===== src/rtl/pbit_sample_decoder.sv =====
// Samples the p-bit adder outputs after a burn-in window, counts ones per bit and
// majority-decodes the counts into a stable result for direct readback.
module pbit_sample_decoder #(
    parameter int unsigned WIDTH = 4,
    parameter int unsigned CNT_W = 16
) (
    input  logic             clk,
    input  logic             reset,
    input  logic             start,
    input  logic [1:0]       mode,
    input  logic [CNT_W-1:0] burn_in,
    input  logic [CNT_W-1:0] steps,
    input  logic [WIDTH-1:0] a_out,
    input  logic [WIDTH-1:0] b_out,
    input  logic [WIDTH-1:0] sum_out,
    input  logic             overflow,
    input  logic [2:0]       count_sel,
    output logic [WIDTH-1:0] result,
    output logic             ovf_result,
    output logic [CNT_W-1:0] count_out,
    output logic             busy,
    output logic             done
);

    typedef enum logic [1:0] {StIdle, StSettle, StAccum, StDecide} state_e;

    state_e           state_q;
    logic [1:0]       mode_q;
    logic [CNT_W-1:0] steps_q;
    logic [CNT_W-1:0] cyc_q;
    logic [CNT_W-1:0] ones_q [WIDTH];
    logic [CNT_W-1:0] ovf_cnt_q;
    logic [WIDTH-1:0] result_q;
    logic             ovf_result_q;
    logic             busy_q;
    logic             done_q;

    logic [WIDTH-1:0] bus_sel;
    logic [WIDTH-1:0] decided;
    logic             ovf_decided;

    always_comb begin
        bus_sel = sum_out;
        case (mode_q)
            2'd0:    bus_sel = sum_out;
            2'd1:    bus_sel = a_out;
            default: bus_sel = b_out;
        endcase
    end

    // Strict majority at CNT_W+1 bits so 2*count cannot overflow; a tie decodes to 0.
    always_comb begin
        decided = '0;
        for (int i = 0; i < WIDTH; i++) begin
            decided[i] = {ones_q[i], 1'b0} > {1'b0, steps_q};
        end
        ovf_decided = {ovf_cnt_q, 1'b0} > {1'b0, steps_q};
    end

    always_comb begin
        count_out = '0;
        for (int i = 0; i < WIDTH; i++) begin
            if (count_sel == 3'(i)) begin
                count_out = ones_q[i];
            end
        end
        if (count_sel == 3'(WIDTH)) begin
            count_out = ovf_cnt_q;
        end
    end

    always_ff @(posedge clk or posedge reset) begin
        if (reset) begin
            state_q      <= StIdle;
            mode_q       <= 2'd0;
            steps_q      <= '0;
            cyc_q        <= '0;
            ovf_cnt_q    <= '0;
            result_q     <= '0;
            ovf_result_q <= 1'b0;
            busy_q       <= 1'b0;
            done_q       <= 1'b0;
            for (int i = 0; i < WIDTH; i++) begin
                ones_q[i] <= '0;
            end
        end else begin
            done_q <= 1'b0;
            case (state_q)
                StIdle: begin
                    // A start coinciding with the done pulse is dropped; it must be reasserted.
                    if (start && !done_q) begin
                        mode_q    <= mode;
                        steps_q   <= steps;
                        busy_q    <= 1'b1;
                        ovf_cnt_q <= '0;
                        for (int i = 0; i < WIDTH; i++) begin
                            ones_q[i] <= '0;
                        end
                        if (burn_in != '0) begin
                            state_q <= StSettle;
                            cyc_q   <= burn_in;
                        end else if (steps != '0) begin
                            state_q <= StAccum;
                            cyc_q   <= steps;
                        end else begin
                            state_q <= StDecide;
                        end
                    end
                end
                StSettle: begin
                    if (cyc_q == CNT_W'(1)) begin
                        if (steps_q != '0) begin
                            state_q <= StAccum;
                            cyc_q   <= steps_q;
                        end else begin
                            state_q <= StDecide;
                            cyc_q   <= '0;
                        end
                    end else begin
                        cyc_q <= cyc_q - CNT_W'(1);
                    end
                end
                StAccum: begin
                    for (int i = 0; i < WIDTH; i++) begin
                        ones_q[i] <= ones_q[i] + {{(CNT_W - 1){1'b0}}, bus_sel[i]};
                    end
                    ovf_cnt_q <= ovf_cnt_q + {{(CNT_W - 1){1'b0}}, overflow};
                    if (cyc_q == CNT_W'(1)) begin
                        state_q <= StDecide;
                        cyc_q   <= '0;
                    end else begin
                        cyc_q <= cyc_q - CNT_W'(1);
                    end
                end
                StDecide: begin
                    result_q     <= decided;
                    ovf_result_q <= ovf_decided;
                    done_q       <= 1'b1;
                    busy_q       <= 1'b0;
                    state_q      <= StIdle;
                end
                default: state_q <= StIdle;
            endcase
        end
    end

    assign result     = result_q;
    assign ovf_result = ovf_result_q;
    assign busy       = busy_q;
    assign done       = done_q;

endmodule


===== config.mk =====
export PLATFORM = sky130hd
export DESIGN_NAME = pbit_sample_decoder
export DESIGN_NICKNAME = d
export VERILOG_FILES = /design/src/rtl/pbit_sample_decoder.sv
export SDC_FILE = /design/constraint.sdc
export NUM_CORES = 1
export LEC_CHECK = 0
export ABC_AREA = 1
export CAP_MARGIN = 15
export CORE_MARGIN = 2
export CORE_UTILIZATION = 45
export CTS_CLUSTER_SIZE = 16
export DETAILED_ROUTE_END_ITERATION = 8
export SKIP_LAST_GASP = 1
export SLEW_MARGIN = 40
export SYNTH_ARGS = -nofsm -noshare
export SYNTH_HDL_FRONTEND = slang
export SYNTH_SLANG_ARGS = --single-unit

===== constraint.sdc =====
create_clock -name clk -period 11.1 [get_ports clk]
set_input_delay 2.22 -clock clk [delete_from_list [all_inputs] [get_ports clk]]
set_output_delay 2.22 -clock clk [all_outputs]
set_load 0.03 [all_outputs]

Word-level counts from Yosys, hierarchy flattened. Index checks and enable logic that the tools add are counted.

Logic and storage cells: 80. Output and inout bits: 23. Input bits: 53. Register bits after elaboration: 123.

$lt $le $gt $ge: 5. Multiplexer cells: 27. Eq/ne operators: 13. Add/sub/neg operators: 6. Reduce and logical (&&, ||, !) cells: 16.

Operator list (count): $mux W16 (12); $pmux W64 S2 (1); $gt A17 B16 Y1 (5); $add A16 B1 Y16 (5); $mux W64 (1); $pmux W16 S3 (1); $reduce_bool A16 Y1 (3); $pmux W16 S2 (1); $eq A16 B1 Y1 const B (1); $sub A16 B1 Y16 const B (1); $mux W2 (4); $pmux W2 S4 (1); $pmux W4 S2 (1); $eq A3 B2 Y1 const B (2); $ne A2 B2 Y1 const B (3); $reduce_and A2 Y1 (3); $reduce_and A3 Y1 (2); $eq A2 B1 Y1 const B (2); $eq A2 B2 Y1 const B (2); $logic_not A2 Y1 (2); $mux W1 (4); $reduce_bool A2 Y1 (2); $eq A3 B1 Y1 const B (1); $eq A3 B3 Y1 const B (1); 6 further kinds (6).

Logic depth before layout (Yosys ltp). Gate-level depths: netlist of run 1.

Depth after elaboration: 6. Gate-level depth with buffers: 17. Depth with buffers taken out: 17.

Worst setup path before layout of run 1. No wires, ideal clock.

Path kind: input-to-output. Start point: input port count_sel[2]. End point: output port count_out[10]. Data required time: 8.880 ns. Arrival time: 3.303 ns. Setup slack: 5.577 ns. Stages: 5. Cell sequence: inv_1 nor3_1 clkbuf_1 nand2_1 nand3_1.

Longest elaborated chain between the ends: 6.

Ends and longest elaborated chain: start, declared (RTL line 17) `input logic [2:0] count_sel,`; $logic_not A3 Y1 (RTL line 63) `if (count_sel == 3'(i)) begin`; $mux W16 (4 in a row) (RTL line 63); $mux W16 * (RTL line 67) `if (count_sel == 3'(WIDTH)) begin`; end, declared (RTL line 20) `output logic [CNT_W-1:0] count_out,`.

Every way passes the cells marked *; elsewhere a longest branch is shown, timed or not.

Worst setup path after layout of run 1.
Start point: input port count_sel[0]. End point: output port count_out[1].

Same word-level chain as after synthesis.

==> impl_metrics.py, run 1 <==
metrics = {
    "synth": {
        "syn_nets": 1538,
        "synth_area_per_cell_um2": 6.90,
        "synth_ff_type": "sky130_fd_sc_hd__dfrtp_1",
        "postSynthRegisterBits": 123,
        "synthesis.area_um2": 9610,
        "synth_cell_type_count": 46,
        "synth_sequential_area_ratio_pct": 32.0,
        "ys.warnings.count": 0,
        "synth_enable_flop_cells": 0,
        "synth_cells": 1393,
        "synthArstFlopShare_pct": 100,
    },
    "pwr": {
        "leakage_power_figure_nw": 5.42,
        "power.density_nw_per_um2": 169,
        "finalPower_mw": 1.90,
        "peakVddDrop_v": 0.000106,
    },
    "timing": {
        "rsz_0062_raised_after_global_routing": "false",
        "finalClockSkew_ns": 0.0117,
        "timing_max_transition_violations_final": 0,
        "slew-limit-headroom_pct": 49.5,
        "post-route-min-period_ns": 6.72,
        "timing.fmax_mhz": 149,
        "worstMarginPinSlew_ns": 0.754,
        "setup_total_negative_slack_ns": 0,
        "finalHoldWorstSlack_ns": 0.479,
        "final-setup-viol-count": 0,
        "timing.final.hold_violations": 0,
        "finalCritPeriodShare_pct": 60.5,
    },
    "global_routing": {
        "first_pass_grt_wire_length_um": 51400,
        "overall_global_routing_resource_usage_pct": 30.2,
        "globalRouteOverflowTotal": 0,
        "first_global_vias": 9058,
        "grt_antenna_before_repair": 0,
        "grt_start_max_net_pins": 65,
    },
    "worst_setup_path": {
        "regToRegEndpoint": "ones_q[13]",
        "crit_chain": "clkdlybuf4s50_1 -> nand3_1 -> o22ai_1 -> a21oi_1 -> nand3_1 -> clkdlybuf4s50_1",
        "r2r_cells": 13,
        "cp-start-kind": "primary input",
        "kind_of_cell_adding_the_most_delay_to_the_critical_path": "buffers and inverters",
        "cp-end-kind": "output pin",
        "worstPathBufferInverterCount": 2,
        "critical_path_required_ns": 8.88,
        "regToRegStartpoint": "state_q[0]",
        "cell_with_the_largest_stage_delay_on_the_worst_path": "sky130_fd_sc_hd__clkdlybuf4s50_1",
        "highest_net_fanout_along_the_worst_path": 16,
        "r2r_slack_ns": 7.95,
        "worst_path_largest_cell_delay_ns": 0.70,
        "critPathKind": "in2out",
        "critical_path_arrival_ns": 4.50,
    },
    "layout": {
        "layout_cell_share_with_drive_strength_beyond_1_pct": 4.68,
        "final-seq-area_um2": 3080,
        "multiInputGateArea_um2": 5750,
        "layout-area-overhead-vs-synth_pct": 16.6,
        "antennaDiodeCount": 0,
        "nNetsFinal": 1606,
        "post_layout_nonfiller_instances": 1748,
        "fillers": 2077,
    },
    "floorplanning": {
        "die_area_um2": 22500,
        "die_w_um": 150,
        "rows": 53,
        "placeable_core_region_um2": 21000,
        "io-pin-count": 76,
        "die_height_um": 150,
        "start_util_pct": 45.7,
    },
    "clock_tree": {
        "cts_repair_resize_count": 0,
        "holdBufCountCts": 0,
        "cts_tree": "built",
        "clock_latency_ns": 0.42,
        "cts_setup_buffers": 0,
        "clock_slew_seen_by_the_registers_of_the_worst_setup_and_hold_paths_ns": 0.06,
        "ctsRootBufferMaster": "sky130_fd_sc_hd__clkbuf_16",
        "clock_sink_count": 123,
        "cts-buffers-inserted": 17,
        "ctsHtreeMaxLevel": 4,
        "cts-root-to-sink-buffers": 2,
    },
    "placement": {
        "number_of_placed_instances_taps_included": 1717,
        "number_of_i_o_port_buffers": 75,
        "dpl.hpwl_um": 24100,
        "finalWeightedCongestion": 0.928,
    },
    "routing": {
        "drt_first_iter_violations": 907,
        "detail_route.drc_violations": 0,
        "num_vias": 9751,
        "vias_per_cell": 5.58,
        "ant_nets": 0,
        "drt_pass1_iterations": 6,
        "wl_um": 32800,
        "wl_per_cell_um": 18.8,
    },
    "min_path": {
        "worst_hold_startpoint": "result[3]",
        "min_path_type": "reg2reg",
        "holdPathStages": 2,
        "min_to": "result[3]",
    },
    "outcome": {
        "outcome": "complete, no violations",
    },
    "flow_run": {
        "maxCapViolCount": 0,
    },
}
==> through the flow <==
step / util, % / area, um2 / worst slack [ns]
CTS: 53.3 / 11200 / 4.42
finish: 53.3 / 11200 / 4.38
global route: 53.3 / 11200 / 4.23
global placement: 50.4 / 10600 / 4.33
detailed placement: 50.4 / 10600 / 4.43
floorplan: - / 9610 / 5.58
==> synth_stat cells, drive strengths merged (2+ instances only) <==
cell type  number  share of area [%]
clkbuf         20               0.78
inv           171                6.7
a41oi           4               0.36
o22ai          20                1.3
nand2         338                 13
nor2          170                7.4
a31oi           4               0.26
o211a           2               0.21
nor3           33                2.1
xor2            7               0.64
o21bai          3               0.23
nand4          42                2.7
a21oi         105                5.5
and3            4               0.26
dfrtp         123                 32
o21a            3               0.23
buf            10               0.75
nand3         128                6.8
o21ai         100                5.3
ha             92                 12
nor4            5               0.33
==> state kept, by name (all words and copies together), names as in the netlist <==
register    flops
steps_q        16
done            1
ovf_result      1
ones_q         64
result          4
mode_q          2
cyc_q          16
busy            1
ovf_cnt_q      16
state_q         2
==> cells in the final DEF (no fill, tap or decap), drive strengths merged, types with 33 or more instances in the layout <==
cell / Yosys / routed
nand2: 338 / 338
ha: 92 / 92
clkdlybuf4s50: 0 / 75
a21oi: 105 / 105
nand4: 42 / 42
inv: 171 / 171
dfrtp: 123 / 123
o21ai: 100 / 100
nor2: 170 / 170
nor3: 33 / 33
nand3: 128 / 128
==> worst max path at each step <==
stage	slack (ns)	from	endpoint	cells after the start
after detailed placement	4.43	count_sel[0]	count_out[4]	6
after CTS	4.42	count_sel[0]	count_out[4]	6
after global routing	4.23	count_sel[0]	count_out[5]	6
after global placement	4.33	count_sel[1]	count_out[3]	6
after floorplan	5.58	count_sel[2]	count_out[10]	5
final	4.38	count_sel[0]	count_out[1]	6
==> metal layers <==
| layer | global-route usage, % | routed length (um) | share of wire (%) |
|---|---|---|---|
| met1 | 41.6 | 14800 | 45 |
| met2 | 47.3 | 14700 | 45 |
| met3 | 5.73 | 2300 | 7.0 |
| met4 | 11.0 | 1060 | 3.2 |
| met5 | 0 | 0 | 0 |
==> power breakdown <==
| part | total (mW) | internal (mW) | switching, mW |
|---|---|---|---|
| clock | 0.586 | 0.375 | 0.211 |
| sequential | 0.710 | 0.538 | 0.171 |
| combinational | 0.604 | 0.233 | 0.371 |
| total | 1.90 | 1.15 | 0.754 |
==> cell families (layout without fill, tap and decap cells) <==
family | Yosys count | count (layout) | share of synthesized area [%]
xor gates and xnor gates | 8 | 8 | 0.729
buffers and inverters | 202 | 282 | 8.25
AOI/OAI and AO/OA | 246 | 246 | 13.9
and+or+nand+nor | 722 | 722 | 33.2
adders and majority gates | 92 | 92 | 12.0
DFF | 123 | 123 | 32.0
==> worst min-delay path, delay by kind of cell, from the launching register on <==
| family | cells | cell delay (ns) |
|---|---|---|
| flops | 1 | 0.34 |
| simple gates | 2 | 0.11 |
==> layout make-up <==
| class | count | share of cell area [%] |
|---|---|---|
| clock buffer | 24 | 4.39 |
| clock inverter | 7 | 1.00 |
| inverter | 172 | 5.83 |
| multi-input combinational | 1068 | 51.3 |
| sequential | 123 | 27.5 |
| tap | 275 | 3.07 |
| timing repair buffer | 79 | 7.00 |
Power figures use the tool's default switching activity.
==> inputs of run 2 (changes only) <==
Settings changed: PLACE_DENSITY from default to 0.67.
Clock period 11.1 ns to 6.1 ns, I/O delays scaled along.
==> run 2 against run 1 <==
Compared with the run above:
- total power grew 86%
- largest cell class unchanged
- combinational power increased by 82%
- clock power increased by 98%
- largest power group unchanged
- cell count is 0.17% higher
- sequential power is 80% higher
- highest routed layer unchanged
==> impl_metrics.py, run 2 (same netlist as run 1, synthesis figures left out) <==
metrics = {
    "layout": {
        "nNetsFinal": 1608,
        "antennaDiodeCount": 0,
        "top_reg_by_flops": "ones_q",
        "largest_reg_flops": 64,
        "post_layout_nonfiller_instances": 1751,
        "layout_cell_share_with_drive_strength_beyond_1_pct": 4.95,
        "layout-area-overhead-vs-synth_pct": 17.4,
        "stdcell_area_um2": 11300,
        "final_common_cell": "sky130_fd_sc_hd__nand2_1",
        "highest_count_cells_in_the_layout_ignoring_fill_and_taps": "sky130_fd_sc_hd__nand2_1, sky130_fd_sc_hd__inv_1, sky130_fd_sc_hd__nor2_1",
    },
    "worst_setup_path": {
        "highest_net_fanout_along_the_worst_path": 16,
        "cp-start-kind": "primary input",
        "r2r_slack_ns": 3.21,
        "cp-end-kind": "output pin",
        "critical_path_arrival_ns": 3.55,
        "critPathKind": "in2out",
        "critical_path_required_ns": 4.88,
    },
    "flow_run": {
        "maxCapViolCount": 0,
    },
    "timing": {
        "final-setup-viol-count": 0,
        "rsz_0062_raised_after_global_routing": "false",
        "timing.final.hold_violations": 0,
        "finalClockSkew_ns": 0.0135,
        "slew-limit-headroom_pct": 45.1,
        "postLayoutSetupSlackWorst_ns": 1.33,
        "timing.fmax_mhz": 210,
        "timing_max_transition_violations_final": 0,
        "post-route-min-period_ns": 4.77,
        "setup_total_negative_slack_ns": 0,
        "finalCritPeriodShare_pct": 78.2,
        "worstMarginPinSlew_ns": 0.823,
    },
    "routing": {
        "wl_um": 31600,
        "ant_nets": 0,
        "vias_per_cell": 5.62,
        "wl_per_cell_um": 18.0,
        "drt_first_iter_violations": 864,
        "num_vias": 9833,
        "drt_pass1_iterations": 5,
        "detail_route.drc_violations": 0,
    },
    "pwr": {
        "power.clock.fraction_pct": 32.8,
        "swShare_pct": 39.1,
        "combinationalPowerShare_pct": 31.0,
        "finalPower_mw": 3.54,
        "leakage_power_figure_nw": 5.45,
        "peakVddDrop_v": 0.000232,
        "power_switching_mw": 1.38,
        "p_int_mw": 2.16,
        "power.density_nw_per_um2": 314,
        "power.share.sequential_pct": 36.2,
    },
    "placement": {
        "dpl.hpwl_um": 23500,
        "number_of_i_o_port_buffers": 75,
        "placed_area_um2": 10600,
        "pre_cts_slack_ns": 1.42,
        "finalWeightedCongestion": 0.943,
        "number_of_placed_instances_taps_included": 1719,
    },
    "floorplanning": {
        "die_height_um": 150,
        "start_util_pct": 45.7,
        "die_w_um": 150,
        "rows": 53,
        "die_area_um2": 22500,
        "placeable_core_region_um2": 21000,
        "io-pin-count": 76,
    },
    "clock_tree": {
        "cts_setup_buffers": 0,
        "cts_tree": "built",
        "cts-buffers-inserted": 17,
        "clock_slew_seen_by_the_registers_of_the_worst_setup_and_hold_paths_ns": 0.06,
        "holdBufCountCts": 0,
        "cts-root-to-sink-buffers": 2,
        "clock_sink_count": 123,
        "cts_repair_resize_count": 0,
        "clock_latency_ns": 0.43,
        "ctsRootBufferMaster": "sky130_fd_sc_hd__clkbuf_16",
        "ctsHtreeMaxLevel": 4,
    },
    "global_routing": {
        "grt_antenna_before_repair": 0,
        "first_pass_grt_wire_length_um": 49800,
        "first_global_vias": 9138,
        "overall_global_routing_resource_usage_pct": 28.9,
        "grt_start_max_net_pins": 51,
        "globalRouteOverflowTotal": 0,
    },
    "outcome": {
        "outcome": "complete, no violations",
    },
    "min_path": {
        "min_path_type": "reg2reg",
    },
}
==> run 2: metrics by stage <==
step                utilization [%]  hold slack [ns]
finish                         53.7            0.484
global route                   53.7            0.510
CTS                            53.7            0.483
detailed placement             50.5            0.466
global placement               50.5            0.465
floorplan                         -            0.449
==> run 2: final timing paths <==
kind,start,end,cells after the start
max in group asynchronous,reset,ones_q[41],3
setup / recovery,count_sel[0],count_out[5],6
setup reg to reg,state_q[1],ones_q[13],12
hold reg to reg,cyc_q[1],cyc_q[1],2
min in group asynchronous,reset,ovf_cnt_q[10],2
hold / removal,cyc_q[1],cyc_q[1],2
==> run 2: cell type report <==
| type | instances | area [um2] |
|---|---|---|
| clock buffer | 20 | 457 |
| clock inverter | 12 | 210 |
| fill | 2035 | 9740 |
| inverter | 172 | 651 |
| multi-input combinational | 1068 | 5750 |
| sequential | 123 | 3080 |
| tap | 275 | 344 |
| timing repair buffer | 81 | 796 |
==> run 2: power groups by stage <==
stage          registers, mW  clock network (mW)  logic, mW
3_5_place_dp            1.29                   0       1.07
6_report                1.28                1.16       1.10
5_1_grt                 1.30                1.21       1.25
4_1_cts                 1.27                1.17       1.08
2_1_floorplan           1.17                   0      0.787
3_3_place_gp            1.29                   0       1.05
==> run 2: worst max-delay path, cell delays in order <==
cell and delay, ns:
sky130_fd_sc_hd__clkdlybuf4s50_1 0.54, sky130_fd_sc_hd__nand3_1 0.49, sky130_fd_sc_hd__o22ai_1 0.40, sky130_fd_sc_hd__a21oi_1 0.08, sky130_fd_sc_hd__nand3_1 0.13, sky130_fd_sc_hd__clkdlybuf4s50_1 0.69
==> run 2: metal layers <==
layer | vias up | share of wire [%] | track usage, %
li1 | 4802 | - | -
met1 | 4541 | 42 | 37.6
met2 | 413 | 47 | 47.6
met3 | 77 | 7.4 | 5.73
met4 | 0 | 3.6 | 11.2
met5 | - | 0 | 0
==> patch (config.mk and constraints of run 1) <==
The 4 states of `state_e` get a one-hot encoding in 4 bits.
--- a/src/rtl/pbit_sample_decoder.sv
+++ b/src/rtl/pbit_sample_decoder.sv
@@ -24,3 +24,3 @@
 
-    typedef enum logic [1:0] {StIdle, StSettle, StAccum, StDecide} state_e;
+    typedef enum logic [3:0] {StIdle = 4'b0001, StSettle = 4'b0010, StAccum = 4'b0100, StDecide = 4'b1000} state_e;
 
Behaviour: no difference found for any inputs over 4 cycles, from zero or initial values and one cycle with reset high; so few cycles prove little.
==> patch against run 1 <==
Wire length shrank 4.9%; power grew 11%; synthesized cell count shrank 1.4%; sequential share of layout area grew 0.54 points; worst setup slack lost 0.11 ns; highest routed layer unchanged; combinational power grew 50%; cell area shrank 0.30%; area after synthesis shrank 0.52%; maximum frequency shrank 1.6%; critical endpoint is now count_out[4]; sequential cell count grew 2; via count shrank 1.8%.
==> patch: results (changes against run 1) <==
syn avg cell area=6.959 um^2 (+0.85%); TritonCTS buffer count=17 (unchanged); post-route insts no fill=1731 (-0.97%); P_leak=5.234 nW (-3.4%); Initial DRC Count=576 (-36%); met3 global-route usage=4.665% (-1.1 points); # resized after CTS=0 (unchanged); Slew @ Worst Pin=0.7657 ns (+0.01162 ns); largest net degree at the start of global routing=74 (+14%); flop2flop setup slack=8.01 ns (+0.06 ns); DR pass1 iterations=7 (+1); CP peak stage delay=0.73 ns (+0.03 ns); Top Metal Used=met4; Syn Nets=1514 (-1.6%); CTS Root Cell=clkbuf_16; IO buf count=75 (unchanged); final critical-path share of the clock period=61.56% (+1.0 points); clock skew=0.01236 ns (+0.0006437 ns); Worst Path Arrival=4.61 ns (+0.11 ns); first-pass GRT wire length=49600 um (-3.5%); FFs w/ async S/R, synth=100.0% (unchanged); CP max-delay cell=clkdlybuf4s50_1; vias=9573 (-1.8%); GRT Util Overall=28.99% (-1.2 points); most frequent cell after synthesis=nand2_1; maximum vdd ir drop=0.0001129 V (+6.8%); Area contributors post-synth=dfrtp_1 32%, nand2_1 12%, ha_1 11%; diodes inserted=0 (unchanged); Crit path max-delay family=buffers and inverters; vias in the first global route=9334 (+3.0%); met1 GRT Util=35.39% (-6.2 points); prevailing post-synth register cell=dfrtp_1; Filler Cells Inserted=2115 (+1.8%); fin nets=1583 (-1.4%); met3 wire length=1378 um (-40%); GP Congestion=0.9596 (+3.4%); Synth top cells by count=317 x nand2_1, 170 x nor2_1, 161 x inv_1; post-synthesis sequential area ratio=32.73% (+0.70 points); share of layout cells above drive strength 1=5.838% (+1.2 points); Synth cell types=48 (+4.3%); clk slew on worst S/H paths=0.06 ns (about the same); Fin Hold WS=0.4785 ns (-0.0001160 ns); met2 wire len=15630 um (+6.3%); grt met2 use=51.40% (+4.1 points); Post-Place Cell Area=10560 um^2 (-0.44%); setup tns final=0 ns (unchanged); Post-DP HPWL=23290 um (-3.5%); met1 WL=13230 um (-10%); status=finished clean; Ys Warns=0 (unchanged); dpl ws=4.282 ns (-0.1472 ns); routed wire length=31210 um (-4.9%)
==> patch: where the power goes <==
group,total (W),internal (W),switching [W]
Clock,0.000586,0.000350,0.000236
Combinational,0.000908,0.000275,0.000633
Sequential,0.000619,0.000537,0.0000825
Total,0.00211,0.00116,0.000952
==> patch: cell type report <==
class                      instances  area share (%)
sequential                       125           27.99
multi-input combinational       1049           50.56
timing repair buffer              80           7.197
inverter                         170           5.776
clock buffer                      20           4.175
clock inverter                    12           1.220
tap                              275           3.078
==> patch: worst paths after layout <==
kind,startpoint,endpoint,depth (start not counted)
hold reg to reg,ovf_result$_DFFE_PP0P_,ovf_result$_DFFE_PP0P_,2
setup reg to reg,state_q[2]$_DFFE_PP0P_,ones_q[34]$_DFFE_PP0P_,9
max in group asynchronous,reset,ones_q[15]$_DFFE_PP0P_,4
hold / removal,ovf_result$_DFFE_PP0P_,ovf_result$_DFFE_PP0P_,2
setup / recovery,count_sel[2],count_out[4],7
min in group asynchronous,reset,cyc_q[1]$_DFFE_PP0P_,2
==> patch: logic make-up (layout without fill, tap and decap cells) <==
group	after synthesis	count (layout)	synth area share [%]
adders and majority gates	87	87	11.38
DFF	125	125	32.73
buffers and inverters	200	282	8.218
muxes	3	3	0.3141
and+or+nand+nor	707	707	32.23
AOI/OAI and AO/OA	240	240	14.03
xor gates and xnor gates	12	12	1.099
==> patch: tightest hold or removal path, delay by kind of cell, from the launching register on <==
family	cells	cell delay, ns
DFF	1	0.34
and+or+nand+nor	2	0.10
==> patch: per-stage QoR <==
stage | total power (W) | util (%)
after floorplan | 0.001255 | -
after global placement | 0.001506 | 50.33
after detailed placement | 0.001524 | 50.37
after CTS | 0.002115 | 53.25
after global routing | 0.002266 | 53.34
final | 0.002113 | 53.34
